## src/rtl/mult_seq_32.sv

```systemverilog
// Sequential signed 32x32 multiplier: sign-magnitude shift-and-add over 33 cycles,
// with every arithmetic step built from the 32-bit ripple-carry adder/subtractor.

module mult_seq_32_addsub (
    input  logic [31:0] a,
    input  logic [31:0] b,
    input  logic        sub,
    output logic [31:0] sum,
    output logic        co
);
    logic [31:0] bx;
    logic        carry;

    assign bx = b ^ {32{sub}};

    always_comb begin
        sum   = '0;
        carry = sub;
        for (int unsigned i = 0; i < 32; i++) begin
            sum[i] = a[i] ^ bx[i] ^ carry;
            carry  = (a[i] & bx[i]) | (carry & (a[i] ^ bx[i]));
        end
        co = carry;
    end
endmodule

module mult_seq_32 (
    input  logic        CLK,
    input  logic        RST,
    output logic [31:0] HI,
    output logic [31:0] LO,
    output logic        BUSY,
    output logic        DONE,
    input  logic [31:0] A,
    input  logic [31:0] B,
    input  logic        START
);
    typedef enum logic [1:0] {
        S_IDLE,
        S_ITER,
        S_SIGN
    } state_t;

    state_t      state_q, state_d;
    logic [4:0]  cnt_q, cnt_d;
    logic [31:0] acc_q, acc_d;
    logic [31:0] mcand_q, mcand_d;
    logic [31:0] mplr_q, mplr_d;
    logic        neg_q, neg_d;
    logic [31:0] hi_q, hi_d;
    logic [31:0] lo_q, lo_d;
    logic        done_q, done_d;

    logic [31:0] neg_a, neg_b, step_sum, neg_lo, neg_hi;
    logic        co_na, co_nb, step_co, co_lo, co_hi;
    logic        mplr_zero;
    logic        unused_carries;

    // Operand magnitudes: 0 - x
    mult_seq_32_addsub u_mag_a (
        .a  ('0),
        .b  (A),
        .sub(1'b1),
        .sum(neg_a),
        .co (co_na)
    );

    mult_seq_32_addsub u_mag_b (
        .a  ('0),
        .b  (B),
        .sub(1'b1),
        .sum(neg_b),
        .co (co_nb)
    );

    mult_seq_32_addsub u_step (
        .a  (acc_q),
        .b  (mcand_q),
        .sub(1'b0),
        .sum(step_sum),
        .co (step_co)
    );

    // 64-bit negate split: low word borrows into the high word only when it is zero
    assign mplr_zero = (mplr_q == '0);

    mult_seq_32_addsub u_neg_lo (
        .a  ('0),
        .b  (mplr_q),
        .sub(1'b1),
        .sum(neg_lo),
        .co (co_lo)
    );

    mult_seq_32_addsub u_neg_hi (
        .a  (~acc_q),
        .b  ({31'd0, mplr_zero}),
        .sub(1'b0),
        .sum(neg_hi),
        .co (co_hi)
    );

    assign unused_carries = &{co_na, co_nb, co_lo, co_hi};

    always_comb begin
        logic [31:0] sel_sum;
        logic        sel_co;

        state_d = state_q;
        cnt_d   = cnt_q;
        acc_d   = acc_q;
        mcand_d = mcand_q;
        mplr_d  = mplr_q;
        neg_d   = neg_q;
        hi_d    = hi_q;
        lo_d    = lo_q;
        done_d  = 1'b0;
        sel_sum = acc_q;
        sel_co  = 1'b0;

        case (state_q)
            S_IDLE: begin
                if (START) begin
                    mcand_d = A[31] ? neg_a : A;
                    mplr_d  = B[31] ? neg_b : B;
                    neg_d   = A[31] ^ B[31];
                    acc_d   = '0;
                    cnt_d   = '0;
                    state_d = S_ITER;
                end
            end
            S_ITER: begin
                if (mplr_q[0]) begin
                    sel_sum = step_sum;
                    sel_co  = step_co;
                end
                acc_d  = {sel_co, sel_sum[31:1]};
                mplr_d = {sel_sum[0], mplr_q[31:1]};
                cnt_d  = cnt_q + 5'd1;
                if (cnt_q == 5'd31) begin
                    state_d = S_SIGN;
                end
            end
            S_SIGN: begin
                if (neg_q) begin
                    hi_d = neg_hi;
                    lo_d = neg_lo;
                end else begin
                    hi_d = acc_q;
                    lo_d = mplr_q;
                end
                done_d  = 1'b1;
                state_d = S_IDLE;
            end
            default: begin
                state_d = S_IDLE;
            end
        endcase
    end

    always_ff @(posedge CLK or posedge RST) begin
        if (RST) begin
            state_q <= S_IDLE;
            cnt_q   <= '0;
            acc_q   <= '0;
            mcand_q <= '0;
            mplr_q  <= '0;
            neg_q   <= 1'b0;
            hi_q    <= '0;
            lo_q    <= '0;
            done_q  <= 1'b0;
        end else begin
            state_q <= state_d;
            cnt_q   <= cnt_d;
            acc_q   <= acc_d;
            mcand_q <= mcand_d;
            mplr_q  <= mplr_d;
            neg_q   <= neg_d;
            hi_q    <= hi_d;
            lo_q    <= lo_d;
            done_q  <= done_d;
        end
    end

    assign HI   = hi_q;
    assign LO   = lo_q;
    assign DONE = done_q;
    assign BUSY = (state_q != S_IDLE);
endmodule

```

## config.mk

```make
export PLATFORM = sky130hd
export DESIGN_NAME = mult_seq_32
export DESIGN_NICKNAME = d
export VERILOG_FILES = /design/src/rtl/mult_seq_32.sv
export SDC_FILE = /design/constraint.sdc
export NUM_CORES = 1
export LEC_CHECK = 0
export CORE_MARGIN = 2
export CORE_UTILIZATION = 44
export DETAILED_ROUTE_END_ITERATION = 8
export HOLD_SLACK_MARGIN = 0.06
export PLACE_DENSITY = 0.65
export SYNTH_ARGS = -nofsm -noshare
export SYNTH_HDL_FRONTEND = slang
export SYNTH_SLANG_ARGS = --single-unit
export TNS_END_PERCENT = 100
```

## constraint.sdc

```tcl
create_clock -name CLK -period 11.9 [get_ports CLK]
set_input_delay 1.19 -clock CLK [delete_from_list [all_inputs] [get_ports CLK]]
set_output_delay 1.19 -clock CLK [all_outputs]
set_load 0.02 [all_outputs]
```

-- Word level (Yosys, flattened, before mapping)
Index checks and enable logic that the tools add are counted.
- register bits: 169
- bits of input ports: 67
- output and inout bits: 66
- word-level logic and storage cells: 449
- add/subtract/negate cells: 1
- eq/ne operators: 5
- muxes and demuxes: 16
- bitwise gates (word level): 411
- reductions and logical operators: 7
- operators by type and width (cell ; count):
    32-bit 2-to-1 mux ; 7
    1-bit XOR ; 189
    1-bit bitwise AND ; 184
    32-bit NOT ; 4
    32-bit case mux with 2 select lines ; 2
    32-bit logical NOT ; 1
    1-bit bitwise OR ; 31
    5-bit case mux with 2 select lines ; 1
    2-bit AND reduction ; 3
    5-bit by 1-bit adder with 5-bit output (second input constant) ; 1
    5-bit equality test (second input constant) ; 1
    5-bit 2-to-1 mux ; 1
    2-bit 2-to-1 mux ; 2
    2-bit inequality test (second input constant) ; 2
    2-bit case mux with 2 select lines ; 1
    2-bit nonzero test ; 2
    1-bit NOT ; 3
    2-bit by 1-bit equality test with 1-bit output (second input constant) ; 1
    2-bit equality test (second input constant) ; 1
    2-bit logical NOT ; 1
    1-bit 2-to-1 mux ; 2

-- Depth between registers and ports, before layout
- word-level depth: 65
- depth in mapped cells: 41
- mapped depth without buffers: 39

-- Hierarchy
From an unflattened synthesis, not the netlist that was laid out.
- cell total of the unflattened synthesis: 1434
- area, all modules: 14207.4 um^2
- by module, submodules not included (module ; times used ; cells an instance ; area an instance (um^2) ; seq. area each (um^2)):
    mult_seq_32 ; 1 ; 789 ; 8126.5 ; 4229.1
    mult_seq_32_addsub ; 5 ; 129 ; 1216.2 ; 0.0

-- Worst setup path after synthesis
OpenSTA, ideal clock, no wires.
- kind: flip-flop to flip-flop
- start point: register acc_q[0]
- end point: register acc_q[30]
- library setup time: 136 ps
- data arrival time: 12409 ps
- required time: 11764 ps
- setup slack: -646 ps
- cell stages (with the launch flop): 39
- path buffers: 0
- clock period less this slack: 12546 ps
- cells stage by stage: dfrtp_1 -> ha_1 -> inv_1 -> fa_1 -> fa_1 -> fa_1 -> fa_1 -> fa_1 -> fa_1 -> fa_1 -> fa_1 -> fa_1 -> fa_1 -> fa_1 -> fa_1 -> fa_1 -> fa_1 -> fa_1 -> [3 not listed] -> fa_1 -> fa_1 -> fa_1 -> fa_1 -> fa_1 -> fa_1 -> fa_1 -> fa_1 -> fa_1 -> fa_1 -> fa_1 -> inv_1 -> fa_1 -> inv_1 -> fa_1 -> nand2_1 -> o21ai_0 -> o21ai_0
- word-level cells in the longest chain between the ends: 64
- RTL lines (what ; RTL line ; source):
    from (decl) ; 46 ; logic [31:0] acc_q, acc_d;
    from (signal assigned) ; 165 ; acc_q <= '0;
    from (signal assigned) ; 175 ; acc_q <= acc_d;
    1-bit bitwise AND (2 in a row) ; 21 ; carry = (a[i] & bx[i]) | (carry & (a[i] ^ bx[i]));
    1-bit bitwise OR ; 21 ;
    1-bit bitwise AND ; 21 ;
    1-bit bitwise OR ; 21 ;
    1-bit bitwise AND ; 21 ;
    1-bit bitwise OR ; 21 ;
    1-bit bitwise AND ; 21 ;
    1-bit bitwise OR ; 21 ;
    [47 not listed] ; - ;
    1-bit bitwise OR ; 21 ;
    1-bit bitwise AND ; 21 ;
    1-bit bitwise OR ; 21 ;
    1-bit bitwise AND ; 21 ;
    1-bit bitwise OR ; 21 ;
    1-bit XOR ; 20 ; sum[i] = a[i] ^ bx[i] ^ carry;
    32-bit 2-to-1 mux ; 133 ; if (mplr_q[0]) begin
    32-bit case mux with 2 select lines ; 121 ; case (state_q)
Every way passes these cells.
A chain may end at the register's enable or synchronous reset.

-- Worst setup path in the final report
Ends and elaborated chain as after synthesis.

==> summary.md <==
| Metric | Value |
|---|---|
| Status | finished, final reports clean |
| Wl on met1 | 11.3 mm |
| Met3 routed WL | 815 um |
| P_int | 1.71 mW |
| Layout cell share with drive strength beyond 1 | 6.90% |
| Clk buf depth | 2 |
| Non-Filler Instances | 1513 |
| Chip width | 160 um |
| Dpl hpwl | 16.0 mm |
| Critical Path RT | 12.17 ns |
| Nets | 1398 |
| Seq pwr share | 35.9% |
| Normalized max-slew margin | 24.5% |
| Initial DRC count | 312 |
| Asr flop ratio synth | 100% |
| Register area share after synthesis | 39.6% |
| Setup_tns | 0 ns |
| Routed WL | 23.2 mm |
| Design area | 12900 um2 |
| EDFF count, synth | 0 |
| WS Path Type | flip-flop to flip-flop |
| Sw Ratio | 38.9% |
| Syn avg cell area | 9.89 um2 |
| Reg2Reg Setup Slack | 0.1 ns |
| Largest area contributor in the netlist | dfrtp_1 |
| Endpoints failing hold | 0 |
| Fmax | 0.0847 GHz |
| DR pass1 iterations | 5 |
| Syn. warnings | 0 |
| Total number of vias | 7582 |
| Final Cycle Share | 99.2% |
| Top cell type's share of synthesized area | 39.6% |
| Fin worst setup slack | 0.0953 ns |
| Placed Area | 12200 um2 |
| GRT Util Overall | 19.0% |
| Worst path slowest cell | fa_1 |
| Fillers | 2244 |
| Sink Count | 169 |
| Top-count cell post-synth | dfrtp_1 |
| Hold WS | 0.476 ns |
| GRT Residual Overflow | 0 |
| Main area contributors after synthesis | dfrtp_1 (40%), ha_1 (15%), mux2i_1 (13%) |
| Worst EP arrival | 12.08 ns |
| DRC | 0 |
| Syn Inst Count | 1079 |
| CTS tree | built |
| Kind of start point of the critical path | flip-flop |
| Post-DR wirelength/cell | 15.3 um |
| P_sw | 1.09 mW |
| Hold WC Path Type | flip-flop to flip-flop |
| Die ar. | 25500 um2 |
| Yosys reg bits | 169 |
| Final setup fails | 0 |
| Height of the chip | 160 um |
| Design Power | 2.80 mW |
| Commonest cells in the netlist | dfrtp_1 (169), inv_1 (159), nand2_1 (147) |
| Antenna Cells | 0 |
| Syn_nets | 1301 |
| LEAKAGE | 6.43 nW |
| Final core occ | 53.6% |
| Final min period | 11.80 ns |
| Comb pwr share | 43.2% |
| Dominant synthesized flop cell | dfrtp_1 |
| Rows | 57 |
| Max Cap Viol | 0 |
| Worst vdd ir | 103 uV |
| Std-Cell Core Area | 24000 um2 |
| Clock Power Share | 20.9% |
| Synth-to-Final Area Change | 20.6% |
| # IOs | 133 |
| Distinct cells, synth | 36 |
| Crit-path max FO | 2 |
| Pin count of the biggest net entering global routing | 106 |
| DP Worst Slack | -0.424 ns |
| Vias per std cell | 5.01 |
| Skew-Pair Late Insertion Delay | 0.43 ns |
| Final ANT Viol Nets | 0 |
| Highest Signal Layer | met5 |
| # port buffers | 132 |
| H-tree depth | 4 |
| Cell mode on critical path | fa_2 |
| PD cells | 217 nW/um2 |
| Worst-Margin Slew | 1.13 ns |
| Initial Util | 44.4% |
| Vias in the first global route | 7756 |
| First-pass GRT wire length | 39.3 mm |
| Antenna violations before repair | 1 |
| Max stage delay on crit path | 0.47 ns |
| Worst clock skew | 0.0132 ns |
| Placer's final routability congestion estimate | 0.763 |
| Total CTS buffers | 17 |
| WL met2 | 10.8 mm |
| Root Driver | clkbuf_16 |
| RSZ-0062 raised after global routing | true |
| CTS clock-pin slew for the worst setup and hold paths | 0.06 ns |
| Worst Setup End Kind | flip-flop |
| Synthesized area | 10700 um2 |
| Post-Place Cells | 1481 |
| Final Max Tran Viols | 0 |
## sequential cells by signal (all words and copies together) (netlist names)
signal	count
state_q	2
neg_q	1
LO	32
acc_q	32
mcand_q	32
mplr_q	32
cnt_q	5
HI	32
DONE	1
## final timing paths
check                           startpoint     endpoint  cells after the start
max in group asynchronous              RST  mcand_q[30]                      3
worst min register to register    cnt_q[3]     cnt_q[3]                      1
min in group asynchronous              RST   mplr_q[27]                      2
worst max-delay path              acc_q[0]    acc_q[30]                     38
worst max register to register    acc_q[0]    acc_q[30]                     38
worst min-delay path              cnt_q[3]     cnt_q[3]                      1
## per-layer routing
| metal | vias up | global-route usage (%) |
|---|---|---|
| li1 | 3827 | - |
| met1 | 3614 | 26.2 |
| met2 | 119 | 30.7 |
| met3 | 20 | 3.71 |
| met4 | 2 | 5.16 |
| met5 | - | 0 |
## layout by cell type, fill, tap and decap left out, types with 2 or more instances in the layout
cell,count
a21o_1,14
a21oi_1,2
buf_2,2
buf_4,9
bufinv_16,3
clkbuf_1,2
clkbuf_16,17
clkbuf_8,3
clkdlybuf4s50_1,130
clkinv_2,2
clkinv_4,2
clkinvlp_4,2
dfrtp_1,168
fa_1,2
fa_2,29
ha_1,124
inv_1,157
inv_2,2
inv_6,2
mux2i_1,138
nand2_1,147
nand3_1,23
nand4_1,3
nor2_1,2
nor2b_1,2
nor3_1,14
nor4_1,7
o21ai_0,115
o21ai_1,18
o221ai_1,29
xnor2_1,3
## area by class of cell
cell class	count	area [um2]	area share (%)
clock inverters	10	141	1.10
clock buffers	22	474	3.68
repair buffers	141	1380	10.7
inverters	160	606	4.70
multi-input cells	687	5640	43.8
flip-flops and latches	169	4230	32.9
well taps	324	405	3.15
## worst max-delay path: cells and delay by family, from the launching register on
| kind | cells | cell delay (ns) |
|---|---|---|
| DFF | 1 | 0.36 |
| buffers and inverters | 3 | 0.16 |
| and+or+nand+nor | 1 | 0.05 |
| AOI/OAI and AO/OA | 2 | 0.20 |
| adders and majority gates | 32 | 10.87 |
## timing repair
action	in CTS	in global routing
hold buffers	0	0
buffers inserted	0	0
pin swaps	0	1
setup endpoints to repair	3	2
gates resized for setup	12	3
## cells by family (layout without fill, tap and decap cells)
logic type               after synthesis  in the layout  synth area share (%)
buffers and inverters                223            333                  8.41
AND/OR/NAND/NOR                      207            207                  8.30
AO/OA/AOI/OAI                        184            184                  10.1
flip-flops                           169            169                  39.6
adder cells (fa/ha/maj)              155            155                  20.3
multiplexers                         138            138                  12.9
XOR/XNOR                               3              3                 0.246
## power by group through the flow
| stage | sequential (mW) | clock (mW) | combinational, mW |
|---|---|---|---|
| 3_5_place_dp | 1.02 | 0 | 1.21 |
| 2_1_floorplan | 0.948 | 0 | 0.898 |
| 4_1_cts | 1.01 | 0.599 | 1.22 |
| 3_3_place_gp | 1.01 | 0 | 1.16 |
| 5_1_grt | 1.04 | 0.626 | 1.39 |
| 6_report | 1.00 | 0.585 | 1.21 |
Note: power is estimated with default switching activity, not from simulation.
